<file path="config.mk">
export PLATFORM = sky130hd
export DESIGN_NAME = pcpi_issue_stage
export DESIGN_NICKNAME = d
export VERILOG_FILES = /design/src/rtl/pcpi_issue_stage.sv
export SDC_FILE = /design/constraint.sdc
export NUM_CORES = 1
export LEC_CHECK = 0
export CORE_ASPECT_RATIO = 1.1
export CORE_UTILIZATION = 42
export DETAILED_ROUTE_END_ITERATION = 10
export PLACE_DENSITY = 0.92
export SLEW_MARGIN = 10
export SYNTH_ARGS = -nofsm -noshare
export SYNTH_HDL_FRONTEND = slang
export SYNTH_SLANG_ARGS = --single-unit
</file>
<file path="constraint.sdc">
create_clock -name clk -period 2.65 [get_ports clk]
set_clock_uncertainty 0.15 [all_clocks]
set_input_delay 0.53 -clock clk [delete_from_list [all_inputs] [get_ports clk]]
set_output_delay 0.53 -clock clk [all_outputs]
set_load 0.005 [all_outputs]
</file>
<file path="src/rtl/pcpi_issue_stage.sv">
// PCPI front end that claims M-extension and custom-0 instructions and hands them
// to a coprocessor controller. Define PCPI_ISSUE_TIMEOUT_EN to abort WAIT after TIMEOUT_CYCLES.
`timescale 1ns/1ps
module pcpi_issue_stage #(
  parameter int TIMEOUT_CYCLES = 63
) (
  input  logic        clk,
  input  logic        resetn,
  input  logic        pcpi_valid,
  input  logic [31:0] pcpi_insn,
  input  logic [31:0] pcpi_rs1,
  input  logic [31:0] pcpi_rs2,
  output logic        pcpi_ready,
  output logic        pcpi_wr,
  output logic [31:0] pcpi_rd,
  output logic        pcpi_wait,
  output logic        cp_valid,
  output logic [31:0] cp_insn,
  output logic [31:0] cp_rs1,
  output logic [31:0] cp_rs2,
  input  logic        cp_ready,
  input  logic        cp_wr,
  input  logic [31:0] cp_rd,
  input  logic        cp_busy
);

  localparam logic [6:0] OPC_OP      = 7'b0110011;
  localparam logic [6:0] OPC_CUSTOM0 = 7'b0001011;
  localparam logic [6:0] F7_MULDIV   = 7'b0000001;

  typedef enum logic [2:0] {
    ST_IDLE,
    ST_ISSUE,
    ST_WAIT,
    ST_RESP,
    ST_DRAIN
  } state_t;

  state_t      state;
  logic        armed;
  logic        in_flight;
  logic        ready_q;
  logic [31:0] req_insn;
  logic [31:0] req_rs1;
  logic [31:0] req_rs2;
  logic        rsp_wr;
  logic [31:0] rsp_rd;
  logic        decode_hit;

  // Busy is informational only; nothing in this stage reacts to it.
  logic unused_cp_busy;
  assign unused_cp_busy = cp_busy;

  assign decode_hit = ((pcpi_insn[6:0] == OPC_OP) && (pcpi_insn[31:25] == F7_MULDIV))
                   || (pcpi_insn[6:0] == OPC_CUSTOM0);

`ifdef PCPI_ISSUE_TIMEOUT_EN
  localparam logic [7:0] TIMEOUT_LIMIT = 8'(TIMEOUT_CYCLES);
  logic [7:0] wait_cnt;
  logic [7:0] wait_cnt_nxt;
  assign wait_cnt_nxt = wait_cnt + 8'd1;
`endif

  always_ff @(posedge clk or negedge resetn) begin
    if (!resetn) begin
      state     <= ST_IDLE;
      armed     <= 1'b1;
      in_flight <= 1'b0;
      ready_q   <= 1'b0;
      req_insn  <= '0;
      req_rs1   <= '0;
      req_rs2   <= '0;
      rsp_wr    <= 1'b0;
      rsp_rd    <= '0;
`ifdef PCPI_ISSUE_TIMEOUT_EN
      wait_cnt  <= '0;
`endif
    end else begin
      ready_q <= 1'b0;
      case (state)
        ST_IDLE: begin
          if (pcpi_valid && decode_hit && armed) begin
            req_insn  <= pcpi_insn;
            req_rs1   <= pcpi_rs1;
            req_rs2   <= pcpi_rs2;
            in_flight <= 1'b1;
            state     <= ST_ISSUE;
          end
        end
        ST_ISSUE: begin
          if (!pcpi_valid) begin
            in_flight <= 1'b0;
            state     <= ST_DRAIN;
          end else begin
            state     <= ST_WAIT;
          end
`ifdef PCPI_ISSUE_TIMEOUT_EN
          wait_cnt <= '0;
`endif
        end
        ST_WAIT: begin
          // Abort beats a same-cycle response: that response is already consumed, so skip DRAIN.
          if (!pcpi_valid) begin
            in_flight <= 1'b0;
            state     <= cp_ready ? ST_IDLE : ST_DRAIN;
          end else if (cp_ready) begin
            in_flight <= 1'b0;
            rsp_wr    <= cp_wr;
            rsp_rd    <= cp_rd;
            ready_q   <= 1'b1;
            armed     <= 1'b0;
            state     <= ST_RESP;
          end
`ifdef PCPI_ISSUE_TIMEOUT_EN
          else if (wait_cnt_nxt == TIMEOUT_LIMIT) begin
            in_flight <= 1'b0;
            wait_cnt  <= wait_cnt_nxt;
            state     <= ST_DRAIN;
          end else begin
            wait_cnt  <= wait_cnt_nxt;
          end
`endif
        end
        ST_RESP: begin
          state <= ST_IDLE;
        end
        ST_DRAIN: begin
          if (cp_ready) begin
            armed <= 1'b0;
            state <= ST_IDLE;
          end
        end
        default: begin
          in_flight <= 1'b0;
          state     <= ST_IDLE;
        end
      endcase
      // NOTE: non-blocking, so this later assignment overrides any clear above in the same cycle.
      if (!pcpi_valid) armed <= 1'b1;
    end
  end

  // in_flight is high exactly in ISSUE/WAIT, ready_q exactly in RESP.
  assign cp_valid   = in_flight;
  assign pcpi_wait  = in_flight;
  assign cp_insn    = in_flight ? req_insn : '0;
  assign cp_rs1     = in_flight ? req_rs1  : '0;
  assign cp_rs2     = in_flight ? req_rs2  : '0;
  assign pcpi_ready = ready_q;
  assign pcpi_wr    = ready_q & rsp_wr;
  assign pcpi_rd    = ready_q ? rsp_rd : '0;

  a_ready_single: assert property (@(posedge clk) disable iff (!resetn) ready_q |=> !ready_q);
  a_issue_single: assert property (@(posedge clk) disable iff (!resetn)
                                   (state == ST_ISSUE) |=> (state != ST_ISSUE));

endmodule

</file>
==> impl_metrics.yaml <==
sta:
  finalWorstSetupSlack_ns: 0.143
  fin_crit_sh: 0.946
  finalSetupViolations: 0
  rsz0062_at_grt: "false"
  min_period_ns: 2.51
  hold_viol_final: 0
  holdWs_ns: 0.312
  relSlewSlack: 0.646
  max_freq_mhz: 399
  maxSlewViolCount: 0
  worst_slew_pin_slew_ns: 0.530
critical_path:
  critPathArrivalTime_ns: 1.83
  cp-start-kind: "flop"
  crit_type: "flop to output pin"
  cp_max_fo: 38
  required_ns: 1.97
  critPathCaptureType: "output pin"
floorplan:
  core_area_um2: 13900
  ios: 266
  dieWidth_um: 116
  placementRows: 45
  chipHeight_um: 127
  die_area_um2: 14700
  initial_utilization: 0.430
pwr:
  p_sw_frac: 0.208
  power_density_nw_per_um2: 540
  power_w: 0.00510
  ir_drop_mv: 0.306
  clkPwrFrac: 0.438
  power.switching_w: 0.00106
  leakagePower_nw: 4.39
  sequentialPowerShare: 0.453
  pwr-share-comb: 0.110
  intPower_w: 0.00403
grt:
  antenna_found_initial: 0
  grt_pass1_vias: 4848
  grt_usage: 0.214
  grt_max_degree: 55
  grt_pass1_wl_um: 23600
  gr-total-overflow: 0
cells_and_area:
  drive_gt1_frac: 0.132
  num-nets-final: 854
  postLayoutCoreUtil: 0.682
  diodes: 0
  area_growth_pct: 58.5
  fin_cells: 918
  fillCellCount: 999
placed_design:
  place.detailed.hpwl_um: 11200
  dp_cells: 887
  gp_congestion: 0.768
  dp_slack_ns: -0.103
  io_buffers: 264
clock_tree:
  cts_root_buf: "clkbuf_16"
  htreeDepth: 4
  numCtsBuffers: 17
  path_clk_slew_ns: 0.05
  cts_tree: "yes"
  clockBufferDepth: 2
  clock_latency_ns: 0.41
  cts_sinks: 135
synthesis:
  synth_top_area_frac: 0.563
  synth_area_um2: 5960
  syn_avg_cell_area_um2: 13.2
  ys_ff_latch: 135
  synthTopCellsByArea: "dfrtp_1 (56%), and2_1 (14%), mux2_1 (13%)"
  yosysSeqAreaShare: 0.567
  netlist_instances: 451
  syn_nets: 585
  synth_top_cell_by_area: "dfrtp_1"
  synth_warnings: 0
  ys_types: 31
route:
  vias: 4429
  routed_wl_um: 15200
  drc: 0
  viasPerCell: 4.82
  first_pass_iters: 4
  ant_nets: 0
  drt_iter0_markers: 135
  routedWlPerCell_um: 16.5
status:
  status: "finished, final reports clean"
min_path:
  hp-class: "flop to flop"
run:
  maxCapViolations: 0
==> cell usage after synthesis, drive strengths merged <==
cell type and number:
nand4 1, dfstp 1, inv 1, buf 15, or2 1, a21boi 1, nor2 4, mux2 123
a22oi 1, nor2b 2, nor3 1, nand2 2, nor4bb 1, a31oi 1, a21o 3, nand4b 1
and4bb 1, nor4 1, nor3b 1, o21ai 2, o22ai 1, and2 131, clkbuf 13, nand2b 5
a22o 1, dfrtp 134, xnor2 1, nand3 1
==> routing by layer <==
layer,vias up,wire length (um),global-route usage
li1,2045,-,-
met1,2152,5570,0.220
met2,188,7950,0.381
met3,44,1100,0.0664
met4,0,556,0.117
met5,-,0,0
==> sequential cells by signal, summed over array words and instances, names as in the netlist <==
signal,flops
state,3
rsp_wr,1
req_rs2,32
pcpi_ready,1
req_insn,32
armed,1
cp_valid,1
req_rs1,32
rsp_rd,32
==> layout make-up <==
class                           count  area (um^2)  share of cell area
Tap cell                          188          235              0.0249
Timing Repair Buffer              278         2840               0.301
Clock buffer                       25          485              0.0514
Multi-Input combinational cell    287         2420               0.257
Sequential cell                   135         3380               0.358
Inverter                            1         3.75            0.000398
Clock inverter                      4         70.1             0.00742
==> repair_timing <==
item | 4_1_cts | 5_1_grt
hold endpoints to repair | 51 | 0
setup buffers | 0 | 1
setup endpoints to repair | 13 | 3
resized for setup | 1 | 0
cloned | 0 | 0
hold buffers | 1 | 0
==> path summary, 6_finish.rpt <==
kind                       depth (start not counted)           end   startpoint  slack (ns)
max reg2reg                                        5   req_rs1[31]     state[1]        0.44
min reg2reg                                        1   req_insn[0]  req_insn[0]        0.31
min                                                1   req_insn[0]  req_insn[0]        0.31
max                                                3   cp_insn[31]     cp_valid        0.14
max in group asynchronous                          3   req_insn[4]       resetn        1.16
min in group asynchronous                          2  req_insn[13]       resetn        0.51
==> critical path, cell delays in order, from the launching register on <==
cell and delay [ns]:
dfrtp_4 0.52, buf_12 0.19, and2_1 0.15, clkdlybuf4s50_1 0.54
==> logic make-up after synthesis <==
group | share of synthesized area
multiplexers | 0.233
XOR/XNOR | 0.00147
AO/OA/AOI/OAI | 0.0116
flip-flops | 0.567
buffers and inverters | 0.0256
AND/OR/NAND/NOR | 0.161
==> cells in the final DEF, fill, tap and decap left out, types with 2 or more instances in the layout <==
cell type        instances
buf_12                   7
clkbuf_16               17
bufinv_16                2
and2_1                 131
clkbuf_1                 5
mux2_2                  55
mux2_1                  68
o21ai_0                  2
clkdlybuf4s50_1        263
dfrtp_1                133
clkbuf_8                 3
nand2_1                  2
nor2_1                   3
clkinv_2                 2
buf_4                    6
a21o_1                   3
nor2b_1                  2
nand2b_1                 5
==> power groups by stage <==
stage                     Combinational [W]  Sequential, W  Clock (W)
after floorplan                    0.000196        0.00230          0
after global placement             0.000530        0.00233          0
after detailed placement           0.000556        0.00234          0
after CTS                          0.000559        0.00231    0.00229
after global routing               0.000612        0.00232    0.00238
final                              0.000560        0.00231    0.00223
==> stage by stage <==
step | setup TNS [ns] | cell area, um^2
after detailed placement | -5.99 | 8860
after CTS | 0 | 9430
after global routing | 0 | 9440
final | 0 | 9440
after floorplan | 0 | 5960
after global placement | -2.87 | 8860
No activity file was read; power rests on OpenSTA's default activity.
